$ cat config.mk
export PLATFORM = sky130hd
export DESIGN_NAME = sound_arbiter
export DESIGN_NICKNAME = d
export VERILOG_FILES = /design/src/rtl/sound_arbiter.sv
export SDC_FILE = /design/constraint.sdc
export NUM_CORES = 1
export LEC_CHECK = 0
export CAP_MARGIN = 10
export CORE_UTILIZATION = 30
export CTS_CLUSTER_DIAMETER = 30
export CTS_CLUSTER_SIZE = 8
export DETAILED_ROUTE_END_ITERATION = 10
export DONT_BUFFER_PORTS = 1
export PLACE_DENSITY_LB_ADDON = 0.2
export REMOVE_ABC_BUFFERS = 1
export SLEW_MARGIN = 20
export SYNTH_ARGS = -nofsm -noshare
export SYNTH_HDL_FRONTEND = slang
export SYNTH_SLANG_ARGS = --single-unit
export TNS_END_PERCENT = 30
$ cat constraint.sdc
create_clock -name clk -period 4.87 [get_ports clk]
set_input_delay 0.2435 -clock clk [delete_from_list [all_inputs] [get_ports clk]]
set_output_delay 0.2435 -clock clk [all_outputs]
set_load 0.02 [all_outputs]
$ cat src/rtl/sound_arbiter.sv
// sound_arbiter: fixed-priority tone sequencer for the game sound output.
// Sources, highest priority first: end jingle, local goal, remote goal,
// countdown tick. Each tone plays for its source's length and is followed
// by a silent gap before the next tone may start. An end request cuts
// short any other tone immediately.
//
// Optional feature macro: SOUND_QUEUE_EN
//   defined   - each source has a 1-bit pending flag, so requests that are
//               not granted immediately are played later (repeats collapse).
//   undefined - requests that are not granted immediately are dropped.

module sound_arbiter #(
  parameter int unsigned GOAL_CYC = 32'd25_000_000,
  parameter int unsigned CNT_CYC  = 32'd10_000_000,
  parameter int unsigned END_CYC  = 32'd100_000_000,
  parameter int unsigned GAP_CYC  = 32'd5_000_000
) (
  input  logic       clk,
  input  logic       rst,
  input  logic       en,
  input  logic       req_end,
  input  logic       req_goal,
  input  logic       req_sgoal,
  input  logic       req_cnt,
  output logic       tone_on,
  output logic [1:0] tone_sel,
  output logic [3:0] grant,
  output logic       busy
);

  typedef enum logic [1:0] {
    ST_IDLE = 2'd0,
    ST_PLAY = 2'd1,
    ST_GAP  = 2'd2
  } state_t;

`ifdef SOUND_QUEUE_EN
  localparam logic QUEUE_ON = 1'b1;
`else
  localparam logic QUEUE_ON = 1'b0;
`endif

  // The counter holds the number of cycles still to go after the current
  // one, so a phase of N cycles is loaded with N-1 and ends at zero.
  localparam logic [31:0] L_GOAL = 32'(GOAL_CYC - 32'd1);
  localparam logic [31:0] L_CNT  = 32'(CNT_CYC  - 32'd1);
  localparam logic [31:0] L_END  = 32'(END_CYC  - 32'd1);
  localparam logic [31:0] L_GAP  = 32'(GAP_CYC  - 32'd1);

  // Source bit positions, shared by requests, pending flags and grant.
  localparam int unsigned B_END = 3;

  // Highest-priority request as a one-hot vector (bit 3 = end wins).
  function automatic logic [3:0] f_pick_hi(input logic [3:0] v);
    logic [3:0] r;
    if (v[3]) begin
      r = 4'b1000;
    end else if (v[2]) begin
      r = 4'b0100;
    end else if (v[1]) begin
      r = 4'b0010;
    end else if (v[0]) begin
      r = 4'b0001;
    end else begin
      r = 4'b0000;
    end
    return r;
  endfunction

  // tone_sel code of a one-hot source (code equals the bit index).
  function automatic logic [1:0] f_sel(input logic [3:0] oh);
    logic [1:0] r;
    case (oh)
      4'b1000: r = 2'd3;
      4'b0100: r = 2'd2;
      4'b0010: r = 2'd1;
      4'b0001: r = 2'd0;
      default: r = 2'd0;
    endcase
    return r;
  endfunction

  // Counter reload value for the tone of a one-hot source.
  function automatic logic [31:0] f_len(input logic [3:0] oh);
    logic [31:0] r;
    case (oh)
      4'b1000: r = L_END;
      4'b0100: r = L_GOAL;
      4'b0010: r = L_GOAL;
      4'b0001: r = L_CNT;
      default: r = 32'd0;
    endcase
    return r;
  endfunction

  state_t      r_state;
  logic [31:0] r_cnt;
  logic [3:0]  r_pend;
  logic        r_tone_on;
  logic [1:0]  r_tone_sel;
  logic [3:0]  r_grant;
  logic        r_busy;

  state_t      w_state_nxt;
  logic [31:0] w_cnt_nxt;
  logic [3:0]  w_pend_nxt;
  logic [3:0]  w_grant_nxt;
  logic [1:0]  w_sel_nxt;
  logic [3:0]  w_req;
  logic [3:0]  w_queued;
  logic [3:0]  w_pick;

  assign w_req = {req_end, req_goal, req_sgoal, req_cnt};

  // Next-state, counter, pending-flag and grant decisions.
  always_comb begin
    w_state_nxt = r_state;
    w_cnt_nxt   = r_cnt;
    w_pend_nxt  = r_pend;
    w_grant_nxt = 4'b0000;
    w_sel_nxt   = r_tone_sel;
    w_pick      = 4'b0000;
    // Everything waiting for service this cycle: old flags plus new
    // requests. Without the queue nothing is ever remembered.
    w_queued    = QUEUE_ON ? (r_pend | w_req) : 4'b0000;

    if (!en) begin
      // Muted: flush everything, ignore requests, keep tone_sel.
      w_state_nxt = ST_IDLE;
      w_cnt_nxt   = 32'd0;
      w_pend_nxt  = 4'b0000;
    end else begin
      case (r_state)
        ST_IDLE: begin
          w_pick = f_pick_hi(QUEUE_ON ? w_queued : w_req);
        end
        ST_PLAY: begin
          if (req_end && (r_tone_sel != 2'd3)) begin
            // End jingle preempts any other tone with no gap.
            w_pick = 4'b1000;
          end else if (r_cnt == 32'd0) begin
            w_state_nxt = ST_GAP;
            w_cnt_nxt   = L_GAP;
          end else begin
            w_cnt_nxt = r_cnt - 32'd1;
          end
        end
        ST_GAP: begin
          if (r_cnt == 32'd0) begin
            // Last silent cycle: chain into the best pending tone.
            w_pick = f_pick_hi(w_queued);
            if (w_pick == 4'b0000) begin
              w_state_nxt = ST_IDLE;
            end else begin
              w_state_nxt = ST_PLAY;
            end
          end else begin
            w_cnt_nxt = r_cnt - 32'd1;
          end
        end
        default: begin
          w_state_nxt = ST_IDLE;
          w_cnt_nxt   = 32'd0;
        end
      endcase

      if (w_pick != 4'b0000) begin
        w_state_nxt = ST_PLAY;
        w_cnt_nxt   = f_len(w_pick);
        w_grant_nxt = w_pick;
        w_sel_nxt   = f_sel(w_pick);
      end else begin
        w_grant_nxt = 4'b0000;
      end

      // A granted source clears its flag; every other request (including
      // a repeat of the tone now playing) is remembered as one flag.
      w_pend_nxt = w_queued & ~w_pick;
    end
  end

  // State, duration counter and pending flags.
  always_ff @(posedge clk or posedge rst) begin
    if (rst) begin
      r_state <= ST_IDLE;
      r_cnt   <= 32'd0;
      r_pend  <= 4'b0000;
    end else begin
      r_state <= w_state_nxt;
      r_cnt   <= w_cnt_nxt;
      r_pend  <= w_pend_nxt;
    end
  end

  // Registered outputs, derived from the state being entered.
  always_ff @(posedge clk or posedge rst) begin
    if (rst) begin
      r_tone_on  <= 1'b0;
      r_busy     <= 1'b0;
      r_grant    <= 4'b0000;
      r_tone_sel <= 2'd0;
    end else begin
      r_tone_on  <= (w_state_nxt == ST_PLAY);
      r_busy     <= (w_state_nxt != ST_IDLE);
      r_grant    <= w_grant_nxt;
      r_tone_sel <= w_sel_nxt;
    end
  end

  // The pending flag of the end source is only ever set while the end
  // tone itself is playing or during a gap; B_END documents the layout.
  assign tone_on  = r_tone_on;
  assign tone_sel = r_tone_sel;
  assign grant    = r_grant & {4{B_END == 3}};
  assign busy     = r_busy;

endmodule

; After elaboration in Yosys (flattened, before gate mapping)
; Index checks and enable logic that the tools add are counted.
[totals]
wordCells = 55
out_inout_bits = 8
register_bits = 42
inputBits = 7
[classes]
reduce_logical = 9
mux = 28
eq_ne = 11
addsub = 1
[ops]
columns = cell, n
row1 = 32-bit 2-to-1 mux, 5
row2 = 32-bit case mux with 3 select lines, 1
row3 = 27-bit case mux with 3 select lines, 1
row4 = 4-bit 2-to-1 mux, 9
row5 = 32-bit zero test, 1
row6 = "32-bit by 1-bit subtractor with 32-bit output, second input constant", 1
row7 = 2-bit 2-to-1 mux, 6
row8 = 2-bit case mux with 3 select lines, 2
row9 = 4-bit case mux with 3 select lines, 1
row10 = "4-bit != test, second input constant", 2
row11 = "2-bit by 1-bit == test with 1-bit output, second input constant", 2
row12 = "4-bit by 1-bit == test with 1-bit output, second input constant", 1
row13 = "4-bit by 2-bit == test with 1-bit output, second input constant", 1
row14 = "4-bit by 3-bit == test with 1-bit output, second input constant", 1
row15 = "4-bit == test, second input constant", 1
row16 = 4-bit zero test, 1
row17 = 4-bit nonzero test, 1
row18 = 3-bit 2-to-1 mux, 1
row19 = "3-bit != test, second input constant", 1
row20 = 3-bit AND reduction, 1
row21 = "2-bit == test, second input constant", 1
row22 = 2-bit zero test, 1
row23 = 1-bit 2-to-1 mux, 2
row24 = "2-bit != test, second input constant", 1
row25 = 4 further kinds, 4

; Depth between registers and ports, before layout
[depth]
word_depth = 12
ltp_mapped = 11
depth_no_buf = 8

; Worst setup path before layout
; OpenSTA, ideal clock, no wires.
[synth_path]
path_type = register to register
start = reg r_state[0]
end = reg r_cnt[15]
path_slack_ns = 2.536
setup_ns = 0.101
required_ns = 4.769
path_buffers = 3
period_less_slack_ns = 2.334
arrival_time_ns = 2.233
path_stages_with_launch = 11
path_cell_list = dfrtp_1 -> inv_1 -> ha_1 -> clkbuf_1 -> o31a_1 -> a2111oi_1 -> a31o_4 -> buf_6 -> buf_6 -> a21oi_1 -> o32ai_1
[synth_via]
elab_chain_cells = 8
elab_cells_between_ends = 19
classes_between = eq/ne: 9 / mux: 6 / reduce/logical: 4
[synth_rtl]
columns = element, line
row1 = "start, declared", 96  ; state_t r_state;
row2 = "start signal, assigned", 189  ; r_state <= w_state_nxt;
row3 = 2-bit == test (tied with other cells), 133  ; case (r_state)
row4 = 4-bit case mux with 3 select lines, 133
row5 = 4-bit 2-to-1 mux, 127  ; if (!en) begin
row6 = 4-bit by 2-bit == test with 1-bit output / 4-bit by 3-bit == test with 1-bit output (equally long branches), 86  ; case (oh)
row7 = 2-bit OR reduction (no source line), -
row8 = 27-bit case mux with 3 select lines, 86
row9 = 32-bit 2-to-1 mux, 167  ; if (w_pick != 4'b0000) begin
row10 = 32-bit 2-to-1 mux, 127
row11 = "end signal, assigned", 190  ; r_cnt <= w_cnt_nxt;
row12 = "end, declared", 97  ; logic [31:0] r_cnt;
; Several ways; a longest one is shown, not always the timed one. The select of a mux whose other input is x is not followed.
; A chain may end at the register's enable or synchronous reset.

; Final worst setup path
[layout_path]
start = reg r_cnt[17]
end = reg r_cnt[12]
[layout_via]
elab_chain_cells = 9
elab_cells_between_ends = 20
classes_between = eq/ne: 7 / mux: 9 / reduce/logical: 4
[layout_rtl]
columns = element, line
row1 = 32-bit zero test (*), "141, 149"
row2 = 4-bit 2-to-1 mux, 149  ; if (r_cnt == 32'd0) begin
row3 = 4-bit case mux with 3 select lines, 133
row4 = 4-bit 2-to-1 mux, 127
row5 = 4-bit by 2-bit == test with 1-bit output / 4-bit by 3-bit == test with 1-bit output (equally long branches), 86
row6 = 2-bit OR reduction (no source line), -
row7 = 27-bit case mux with 3 select lines, 86
row8 = 32-bit 2-to-1 mux, 167
row9 = 32-bit 2-to-1 mux, 127
; Mark *: on every way between the ends. The rest lies on a longest branch, timed or not. The select of a mux whose other input is x is not followed.

==> results.sh <==
export IMPL_cap_violations=0
export IMPL_drt_pass1_iterations=5
export IMPL_grtUsageMet3_pct=2.93
export IMPL_crit_fanout=16
export IMPL_cp_required_ns=5.05
export IMPL_place_inst=423
export IMPL_drive_gt1_share_pct=7.74
export IMPL_instances_no_fill=431
export IMPL_dieArea_um2=9630
export IMPL_grt_met2_usage_pct=27.5
export IMPL_vias_per_cell=6.13
export IMPL_fp_dieW_um=98.1
export IMPL_cpPeakStageDelay_ns=0.69
export IMPL_layout_common_cells="dfrtp_1, nor2_1, a21oi_1"
export IMPL_dp_hpwl_um=5770
export IMPL_switchingPower_mw=0.428
export IMPL_core_area_um2=8850
export IMPL_power_density_nw_per_um2=388
export IMPL_cts_root_buf="clkbuf_8"
export IMPL_finalCritPeriodShare_pct=65.1
export IMPL_wire_per_inst_um=19.3
export IMPL_io_buffers=0
export IMPL_ctsResizeCount=0
export IMPL_diodes=0
export IMPL_dpl_instance_area_um2=2830
export IMPL_cts_sinks=42
export IMPL_setup_viol=0
export IMPL_grt_busiest_layer="met2"
export IMPL_combPwrFrac_pct=29.4
export IMPL_first_iter_violations=231
export IMPL_worstSetupEndpointType="flip-flop"
export IMPL_ys_flop_type="dfrtp_1"
export IMPL_timing_slew_headroom_pct=32.2
export IMPL_final_common_cell="dfrtp_1"
export IMPL_design_area_um2=2970
export IMPL_timing_setup_tns_ns=0
export IMPL_hold_path_class="input pin to asynchronous set/reset pin"
export IMPL_start_kind="flip-flop"
export IMPL_row_count=34
export IMPL_start_util_pct=31.3
export IMPL_ys_seq_area_share_pct=37.9
export IMPL_path_clk_slew_ns=0.09
export IMPL_worst_ep_arrival_time_ns=3.35
export IMPL_area_growth_pct=7.04
export IMPL_p_leak_nw=1.17
export IMPL_antenna_found_initial=0
export IMPL_fp_dieH_um=98.1
export IMPL_hold_viol_final=0
export IMPL_grt_pass1_wl_um=13300
export IMPL_place_gp_congestion=0.869
export IMPL_avgSynthCellArea_um2=8.45
export IMPL_status="finished, final reports clean"
export IMPL_critical_path_class="flip-flop to flip-flop"
export IMPL_num_vias=2641
export IMPL_synth_seq_cells=42
export IMPL_ios=15
export IMPL_whs_ns=0.0141
export IMPL_cts_tree="yes"
export IMPL_grt_pass1_vias=2505
export IMPL_htreeDepth=2
export IMPL_post_cts_buffers=0
export IMPL_ir_drop_mv=0.139
export IMPL_cellInternalPower_mw=0.725
export IMPL_grt_max_degree=43
export IMPL_tightest_slew_ns=1.01
export IMPL_syn_cell_area_um2=2770
export IMPL_drtAntennaViolNets=0
export IMPL_final_net_count=335
export IMPL_cp_cell_sequence="nor4_2 > nand2_2 > nor4_4 > nand2b_1 > a41oi_1 > o32ai_1"
export IMPL_numCtsBuffers=5
export IMPL_clk_path_buf_depth=2
export IMPL_rsz0062_at_grt="no"
export IMPL_switching_share_pct=37.1
export IMPL_clkPwrFrac_pct=30.9
export IMPL_finClkSkew_ns=0.00865
export IMPL_clkLatencyLatePin_ns=0.31
export IMPL_wirelength_um=8310
export IMPL_hold_buffers=0
export IMPL_timing_critical_path_buf_inv=0
export IMPL_track_usage_pct=17.8
export IMPL_yosys_warnings=0
export IMPL_drv_slew=0
export IMPL_drc=0
export IMPL_cp_top_family="simple AND/OR/NAND/NOR gates"
export IMPL_syn_inst=328
export IMPL_seqPwrFrac_pct=39.7
export IMPL_crit_path_top_delay_cell="nor4_4"
export IMPL_gr_total_overflow=0
export IMPL_synth_edf_count=0
export IMPL_fmax_ghz=0.316
export IMPL_synth_cell_types=55
export IMPL_async_reset_ff_share_pct=100
export IMPL_met1_usage_pct=25.0
export IMPL_min_period_ns=3.17
## state kept, by name (all words and copies together) (netlist names)
name and count:
grant 4, r_state 2, tone_on 1, busy 1, tone_sel 2, r_cnt 32
## final cells by class
cell class                 count  area (um^2)
clock inverter                 2         60.1
clock buffer                   6         82.6
tap                          108          135
sequential                    42         1050
multi-input combinational    247         1530
inverter                      24         90.1
fill                         931         5880
timing repair buffer           2         15.0
## power by group through the flow
stage | Sequential, mW | Combinational, mW | Clock [mW]
2_1_floorplan | 0.452 | 0.248 | 0
3_3_place_gp | 0.464 | 0.335 | 0
3_5_place_dp | 0.463 | 0.332 | 0
4_1_cts | 0.457 | 0.334 | 0.361
5_1_grt | 0.464 | 0.375 | 0.374
6_report | 0.458 | 0.339 | 0.356
## routing by layer
| layer | vias up | wire length, um |
|---|---|---|
| li1 | 1204 | - |
| met1 | 1311 | 3870 |
| met2 | 112 | 3870 |
| met3 | 14 | 424 |
| met4 | 0 | 144 |
| met5 | - | 0 |
## final timing paths
kind                                            start                 endpoint  slack, ns  cells past startpoint
max in group asynchronous                         rst    r_cnt[13]$_DFFE_PP0P_       4.28                      1
worst min-delay path                              rst     r_cnt[7]$_DFFE_PP0P_       0.01                      1
min in group clk                                   en  tone_sel[0]$_DFFE_PP0P_       0.02                      1
worst max-delay path            r_cnt[17]$_DFFE_PP0P_    r_cnt[12]$_DFFE_PP0P_       1.70                      6
worst min register to register  r_cnt[28]$_DFFE_PP0P_    r_cnt[28]$_DFFE_PP0P_       0.52                      1
worst max register to register  r_cnt[17]$_DFFE_PP0P_    r_cnt[12]$_DFFE_PP0P_       1.70                      6
## cells in the mapped netlist, types with 4 or more instances
library cell	number	share of area (%)
nand2b_1	4	0.90
o32ai_1	5	1.6
ha_1	6	2.7
or3_1	9	2.0
nor2_1	35	4.7
nand2_1	27	3.7
a21oi_1	34	6.1
nor4_4	4	3.1
clkbuf_1	7	0.95
nor3_1	11	2.0
o21ai_0	20	3.6
dfrtp_1	42	38
nor4_1	6	1.4
o2bb2ai_1	5	1.6
a31oi_1	16	3.6
inv_1	24	3.2
nand3_1	4	0.72
o22ai_1	4	0.90
or4_1	4	1.1
o21ai_1	4	0.72
## cells by family after synthesis
group / share of synthesized area (%)
AND/OR/NAND/NOR: 24.4
AO/OA/AOI/OAI: 26.9
flip-flops: 37.9
buffers and inverters: 6.77
adder cells (fa/ha/maj): 2.71
XOR/XNOR: 0.948
multiplexers: 0.361
## per-stage QoR
step	util [%]	total power, mW	worst slack (ns)
final	33.5	1.15	1.70
after global routing	33.5	1.21	1.55
after CTS	33.5	1.15	1.83
after global placement	31.9	0.798	1.95
after floorplan	-	0.699	2.43
after detailed placement	31.9	0.795	1.84
Note: power is estimated with default switching activity, not from simulation.
